File: src/rtl/grid_scan_sync_pkg.sv
// Shared screen definitions: system and scan state encodings, default grid geometry.
package grid_scan_sync_pkg;

  localparam int GRID_ROWS = 9;
  localparam int GRID_COLS = 9;
  localparam int CELL_W    = 4;

  typedef enum logic [1:0] {
    SYS_BOOT,
    SYS_RUN,
    SYS_HALT
  } sys_state_t;

  typedef enum logic [1:0] {
    IDLE,
    SCAN,
    EMIT,
    DONE
  } scan_state_t;

endpackage

File: src/rtl/grid_shadow.sv
// Shadow copy of the last value drawn per cell; flags cells whose live value differs.
module grid_shadow #(
  parameter int ROWS   = 9,
  parameter int COLS   = 9,
  parameter int DATA_W = 4,
  parameter int ROW_W  = $clog2(ROWS),
  parameter int COL_W  = $clog2(COLS)
) (
  input  logic              clk,
  input  logic              wr_en,
  input  logic [ROW_W-1:0]  wr_row,
  input  logic [COL_W-1:0]  wr_col,
  input  logic [DATA_W-1:0] wr_data,
  input  logic [ROW_W-1:0]  rd_row,
  input  logic [COL_W-1:0]  rd_col,
  input  logic [DATA_W-1:0] live_data,
  output logic              dirty
);

  // Contents are never reset; the parent forces a full frame until they are valid.
  logic [DATA_W-1:0] mem [ROWS][COLS];

  always_ff @(posedge clk) begin
    if (wr_en) mem[wr_row][wr_col] <= wr_data;
  end

  assign dirty = (mem[rd_row][rd_col] != live_data);

endmodule

File: src/rtl/grid_scan_sync.sv
// Row-major grid scanner handing changed (or all) cells to the cell drawer over valid/ready.
//
// state | meaning
// IDLE  | waiting for scan_en; latches frame mode
// SCAN  | examining the cell under the pointer, one per cycle
// EMIT  | presenting a cell, holding until cell_ready
// DONE  | frame complete; frame_done pulses, shadow becomes valid
module grid_scan_sync
  import grid_scan_sync_pkg::*;
#(
  parameter int ROWS   = GRID_ROWS,
  parameter int COLS   = GRID_COLS,
  parameter int DATA_W = CELL_W,
  parameter int ROW_W  = $clog2(ROWS),
  parameter int COL_W  = $clog2(COLS)
) (
  input  logic              clk,
  input  logic              rst,
  input  logic              scan_en,
  input  logic              full_refresh,
  input  logic [DATA_W-1:0] display_grid [ROWS][COLS],
  output logic              cell_valid,
  input  logic              cell_ready,
  output logic [ROW_W-1:0]  cell_row,
  output logic [COL_W-1:0]  cell_col,
  output logic [DATA_W-1:0] cell_data,
  output logic              busy,
  output logic              frame_done
);

  scan_state_t       state, state_nx;
  logic [ROW_W-1:0]  ptr_row, ptr_row_nx, adv_row;
  logic [COL_W-1:0]  ptr_col, ptr_col_nx, adv_col;
  logic              mode_full, mode_full_nx;
  logic              shadow_valid, shadow_valid_nx;
  logic              valid_nx;
  logic [ROW_W-1:0]  row_nx;
  logic [COL_W-1:0]  col_nx;
  logic [DATA_W-1:0] data_nx;
  logic              sh_we;
  logic              cell_dirty;
  logic              last_cell;
  logic [DATA_W-1:0] live_data;

  assign live_data = display_grid[ptr_row][ptr_col];
  assign last_cell = (ptr_row == ROW_W'(ROWS - 1)) && (ptr_col == COL_W'(COLS - 1));

  always_comb begin
    adv_row = ptr_row;
    adv_col = ptr_col + COL_W'(1);
    if (ptr_col == COL_W'(COLS - 1)) begin
      adv_col = '0;
      adv_row = ptr_row + ROW_W'(1);
    end
  end

  // Writes the value actually drawn, so a grid change during the stall is caught next frame.
  grid_shadow #(
    .ROWS   (ROWS),
    .COLS   (COLS),
    .DATA_W (DATA_W),
    .ROW_W  (ROW_W),
    .COL_W  (COL_W)
  ) u_shadow (
    .clk       (clk),
    .wr_en     (sh_we),
    .wr_row    (cell_row),
    .wr_col    (cell_col),
    .wr_data   (cell_data),
    .rd_row    (ptr_row),
    .rd_col    (ptr_col),
    .live_data (live_data),
    .dirty     (cell_dirty)
  );

  always_comb begin
    state_nx        = state;
    ptr_row_nx      = ptr_row;
    ptr_col_nx      = ptr_col;
    mode_full_nx    = mode_full;
    shadow_valid_nx = shadow_valid;
    valid_nx        = cell_valid;
    row_nx          = cell_row;
    col_nx          = cell_col;
    data_nx         = cell_data;
    sh_we           = 1'b0;
    case (state)
      IDLE: begin
        if (scan_en) begin
          mode_full_nx = full_refresh | ~shadow_valid;
          ptr_row_nx   = '0;
          ptr_col_nx   = '0;
          state_nx     = SCAN;
        end
      end
      SCAN: begin
        if (mode_full || cell_dirty) begin
          valid_nx = 1'b1;
          row_nx   = ptr_row;
          col_nx   = ptr_col;
          data_nx  = live_data;
          state_nx = EMIT;
        end else if (last_cell) begin
          state_nx = DONE;
        end else begin
          ptr_row_nx = adv_row;
          ptr_col_nx = adv_col;
        end
      end
      EMIT: begin
        if (cell_ready) begin
          sh_we    = 1'b1;
          valid_nx = 1'b0;
          if (last_cell) begin
            state_nx = DONE;
          end else begin
            ptr_row_nx = adv_row;
            ptr_col_nx = adv_col;
            state_nx   = SCAN;
          end
        end
      end
      DONE: begin
        shadow_valid_nx = 1'b1;
        state_nx        = IDLE;
      end
      default: state_nx = IDLE;
    endcase
  end

  always_ff @(posedge clk) begin
    if (rst) begin
      state        <= IDLE;
      ptr_row      <= '0;
      ptr_col      <= '0;
      mode_full    <= 1'b1;
      shadow_valid <= 1'b0;
      cell_valid   <= 1'b0;
      cell_row     <= '0;
      cell_col     <= '0;
      cell_data    <= '0;
    end else begin
      state        <= state_nx;
      ptr_row      <= ptr_row_nx;
      ptr_col      <= ptr_col_nx;
      mode_full    <= mode_full_nx;
      shadow_valid <= shadow_valid_nx;
      cell_valid   <= valid_nx;
      cell_row     <= row_nx;
      cell_col     <= col_nx;
      cell_data    <= data_nx;
    end
  end

  assign busy       = (state != IDLE);
  assign frame_done = (state == DONE);

endmodule

File: config.mk
export PLATFORM = sky130hd
export DESIGN_NAME = grid_scan_sync
export DESIGN_NICKNAME = d
export VERILOG_FILES = /design/src/rtl/grid_scan_sync_pkg.sv /design/src/rtl/grid_shadow.sv /design/src/rtl/grid_scan_sync.sv
export SDC_FILE = /design/constraint.sdc
export NUM_CORES = 1
export LEC_CHECK = 0
export CORE_ASPECT_RATIO = 0.5
export CORE_MARGIN = 10
export CORE_UTILIZATION = 45
export DETAILED_ROUTE_END_ITERATION = 16
export PLACE_DENSITY = 0.71
export SYNTH_ARGS = -nofsm -noshare
export SYNTH_HDL_FRONTEND = slang
export SYNTH_SLANG_ARGS = --single-unit
File: constraint.sdc
create_clock -name clk -period 4.3 [get_ports clk]
set_input_delay 0.645 -clock clk [delete_from_list [all_inputs] [get_ports clk]]
set_output_delay 0.645 -clock clk [all_outputs]
set_load 0.01 [all_outputs]
==> impl_metrics.env <==
export IMPL_outcome="complete, no violations"
export IMPL_synth_cell_type_count=77
export IMPL_start_kind="flip-flop"
export IMPL_syn_inst=1213
export IMPL_synth_edf_count=324
export IMPL_leakagePower_nw=7.20
export IMPL_setup_slack_ns=0.217
export IMPL_ant_nets=0
export IMPL_synth_adder_area_share=0.00639
export IMPL_cts_root_buf="clkbuf_16"
export IMPL_yosysTopAreaCellShare=0.552
export IMPL_synthArstFlopShare=0
export IMPL_skew_ns=0.0216
export IMPL_synth_compound_area_share=0.0804
export IMPL_muxShareOfSynthArea=0.215
export IMPL_pin_count=344
export IMPL_grt_first_pass_wirelength_um=88100
export IMPL_multi_input_area_um2=6820
export IMPL_syn_area_per_cell_um2=14.5
export IMPL_synth_nets=1551
export IMPL_hold_class="reg -> reg"
export IMPL_switching_power_mw=2.52
export IMPL_worstReg2RegEnd="ptr_row[1]"
export IMPL_critPathMostFrequentCell="buf_4"
export IMPL_ir_drop_mv=0.249
export IMPL_final_util=0.590
export IMPL_seq_area_um2=10300
export IMPL_clk_pin_slew_ns=0.06
export IMPL_synth_ff_type="edfxtp_1"
export IMPL_holdWs_ns=0.494
export IMPL_first_pass_iters=6
export IMPL_finalCritPeriodShare=0.950
export IMPL_area_delta_synth_final_pct=29.8
export IMPL_via_count=12800
export IMPL_fill_cells=3020
export IMPL_die_y_um=160
export IMPL_cp_required_ns=4.72
export IMPL_pwr_density_cell_nw_per_um2=393
export IMPL_core_area_um2=38800
export IMPL_routed_wirelength_um=60100
export IMPL_cts_sinks=353
export IMPL_numCtsBuffers=34
export IMPL_antenna_found_initial=5
export IMPL_min_path_cells=2
export IMPL_post_drt_wl_per_cell_um=28.3
export IMPL_critPathMaxFanout=21
export IMPL_reg2regPathDepth=10
export IMPL_die_x_um=300
export IMPL_crit_family="compound AO/OA/AOI/OAI gates"
export IMPL_clkLatencyLatePin_ns=0.53
export IMPL_cts_max_level=2
export IMPL_synthTopCellsByArea="edfxtp_1 55%, mux4_2 13%, mux2i_1 6.9%, dfxtp_1 3.3%, nor2_1 2.6%"
export IMPL_grt_max_degree=83
export IMPL_swShare=0.280
export IMPL_rsz0062_at_grt="false"
export IMPL_worstSetupEndpointType="flip-flop"
export IMPL_cts_hold_buffers=0
export IMPL_final_max_slew_violation_count=0
export IMPL_yosysSeqAreaShare=0.585
export IMPL_r2r_start="ptr_col[0]"
export IMPL_reg2reg_slack_ns=0.22
export IMPL_hold_viol_final=0
export IMPL_rows=51
export IMPL_synthXorXnorAreaFrac=0.000923
export IMPL_seqPwrFrac=0.462
export IMPL_grt_overflow=0
export IMPL_cp_data_arrival_time_ns=4.50
export IMPL_synth_area_um2=17600
export IMPL_place_hpwl_um=44200
export IMPL_tightest_slew_ns=1.05
export IMPL_gp_congestion=0.955
export IMPL_yosys_area_top_type="edfxtp_1"
export IMPL_ys_ff_latch=353
export IMPL_yosys_area_share_simple=0.0840
export IMPL_drv_cap=0
export IMPL_clock_fmax_ghz=0.245
export IMPL_cts_tree="done"
export IMPL_final_area_um2=22900
export IMPL_synth_top_family_by_area="multiplexers"
export IMPL_p_int_mw=6.48
export IMPL_worst_path_buf_inv=2
export IMPL_clkPwrFrac=0.320
export IMPL_start_util=0.454
export IMPL_dp_slack_ns=-0.175
export IMPL_crit_path_cell_trace="buf_4 > or2_2 > a2111oi_0 > buf_4 > o31ai_1 > a2bb2oi_1 > a211o_1 > nand2_1 > o41a_4 > o32ai_1"
export IMPL_min_from="shadow_valid"
export IMPL_drc_errors=0
export IMPL_num_nets_final=1903
export IMPL_viasPerCell=6.02
export IMPL_crit_path_max_incr_delay_ns=0.79
export IMPL_port_buffer_count=343
export IMPL_cp_slowest_cell="a2111oi_0"
export IMPL_drive_above_1_share=0.154
export IMPL_grt_pass1_vias=13200
export IMPL_place_area_um2=21800
export IMPL_cts_path_max_buffers=3
export IMPL_yosysWarnings=0
export IMPL_min_to="shadow_valid"
export IMPL_fin_crit_ns=4.08
export IMPL_drt_iter0_markers=1414
export IMPL_crit_type="reg -> reg"
export IMPL_finalSetupViolCount=0
export IMPL_max_slew_margin_rel=0.298
export IMPL_p_comb_frac=0.218
export IMPL_grt_use_total=0.240
export IMPL_die_area_um2=48000
-- synthesized netlist by cell type, types with 7 or more instances --
cell type,count
edfxtp_1,324
mux2i_1,122
nor2_1,121
mux4_2,101
nand2_1,82
clkbuf_1,29
dfxtp_1,29
a22oi_1,25
o21ai_0,24
buf_2,22
a21oi_1,21
nor2b_1,21
mux2_2,20
nand3_1,20
buf_4,17
inv_1,17
o22ai_1,14
a211oi_1,12
nor3_1,12
o211ai_1,12
nand2b_1,11
a31oi_1,9
ha_1,9
o31ai_1,8
and3_1,7
nand4_1,7
-- how the worst max path moves through the flow --
stage	startpoint	to	slack (ns)	cells after the start
2_1_floorplan	ptr_row[1]	cell_col[2]	0.91	13
3_3_place_gp	display_grid[69]	cell_valid	-0.002	12
3_5_place_dp	display_grid[69]	ptr_row[1]	-0.17	11
4_1_cts	ptr_row[0]	cell_valid	0.03	11
5_1_grt	ptr_col[0]	ptr_row[2]	0.05	11
6_report	ptr_col[0]	ptr_row[1]	0.22	10
-- worst reg2reg max path, cell delays in order, from the launching register on --
cell       delay [ns]
dfxtp_2          0.52
buf_4            0.28
or2_2            0.37
a2111oi_0        0.79
buf_4            0.23
o31ai_1          0.07
a2bb2oi_1        0.41
a211o_1          0.18
nand2_1          0.21
o41a_4           0.61
o32ai_1          0.32
-- cell type report --
cell class                      count  area share
Tap cell                          530      0.0290
Clock inverter                     20     0.00815
Multi-Input combinational cell    762       0.298
Sequential cell                   353       0.452
Timing Repair Buffer              394       0.171
Antenna cell                        4    0.000438
Clock buffer                       40      0.0382
Inverter                           20     0.00328
-- metal layers --
| metal | track usage | wire [um] |
|---|---|---|
| met5 | 0 | 28 |
| met4 | 0.0575 | 1290 |
| met3 | 0.0472 | 5430 |
| met2 | 0.413 | 30100 |
| met1 | 0.309 | 23300 |
-- per-stage QoR --
step	power, mW	setup TNS, ns	instances
floorplan	5.20	0	1213
CTS	8.97	0	2118
global placement	6.10	-0.00179	2058
global route	9.31	0	2122
finish	8.99	0	2123
detailed placement	6.14	-0.684	2058
-- sequential cells by signal, summed over array words and instances (netlist names), named ones only --
| register | flops |
|---|---|
| cell_valid | 1 |
| state | 2 |
| cell_data | 4 |
| mode_full | 1 |
| cell_row | 4 |
| u_shadow.mem | 324 |
| cell_col | 4 |
| ptr_col | 4 |
| ptr_row | 4 |
| shadow_valid | 1 |
-- kinds of logic (layout without fill, tap and decap cells) --
kind of cell             Yosys count  in the layout
AO/OA/AOI/OAI                    191            191
XOR/XNOR                           1              1
adder cells (fa/ha/maj)            9              9
buffers and inverters             98            474
flip-flops                       353            353
multiplexers                     246            246
other                              0              4
AND/OR/NAND/NOR                  315            315
-- cells in the final DEF, fill, tap and decap left out, drive strengths merged, types with 5 or more instances in the layout --
master,instances
mux2i,122
o2111ai,6
o22ai,14
a21oi,21
mux4,103
nand3,20
nor2,121
clkinv,16
inv,20
nand2,82
and3,7
buf,51
nand4,8
and2,5
a221oi,7
ha,9
o31ai,10
clkdlybuf4s50,343
mux2,21
or2,5
nor3,13
a31oi,9
dfxtp,29
o32ai,5
o211ai,12
or3,6
a22o,6
clkbuf,40
a211oi,12
edfxtp,324
o21ai,25
o31a,6
nand2b,11
a2bb2oi,5
a22oi,25
nor2b,21
-- power groups by stage --
stage                     registers [mW]  clock network [mW]  logic [mW]
after floorplan                     4.31                   0       0.895
after global placement              4.22                   0        1.88
after detailed placement            4.22                   0        1.92
after CTS                           4.15                2.89        1.93
after global routing                4.16                3.04        2.11
final                               4.15                2.88        1.96
-- repair_timing --
action | 4_1_cts | 5_1_grt
gates resized for setup | 0 | 3
setup endpoints to repair | 0 | 6
buffers inserted | 0 | 1
Power figures use the tool's default switching activity.
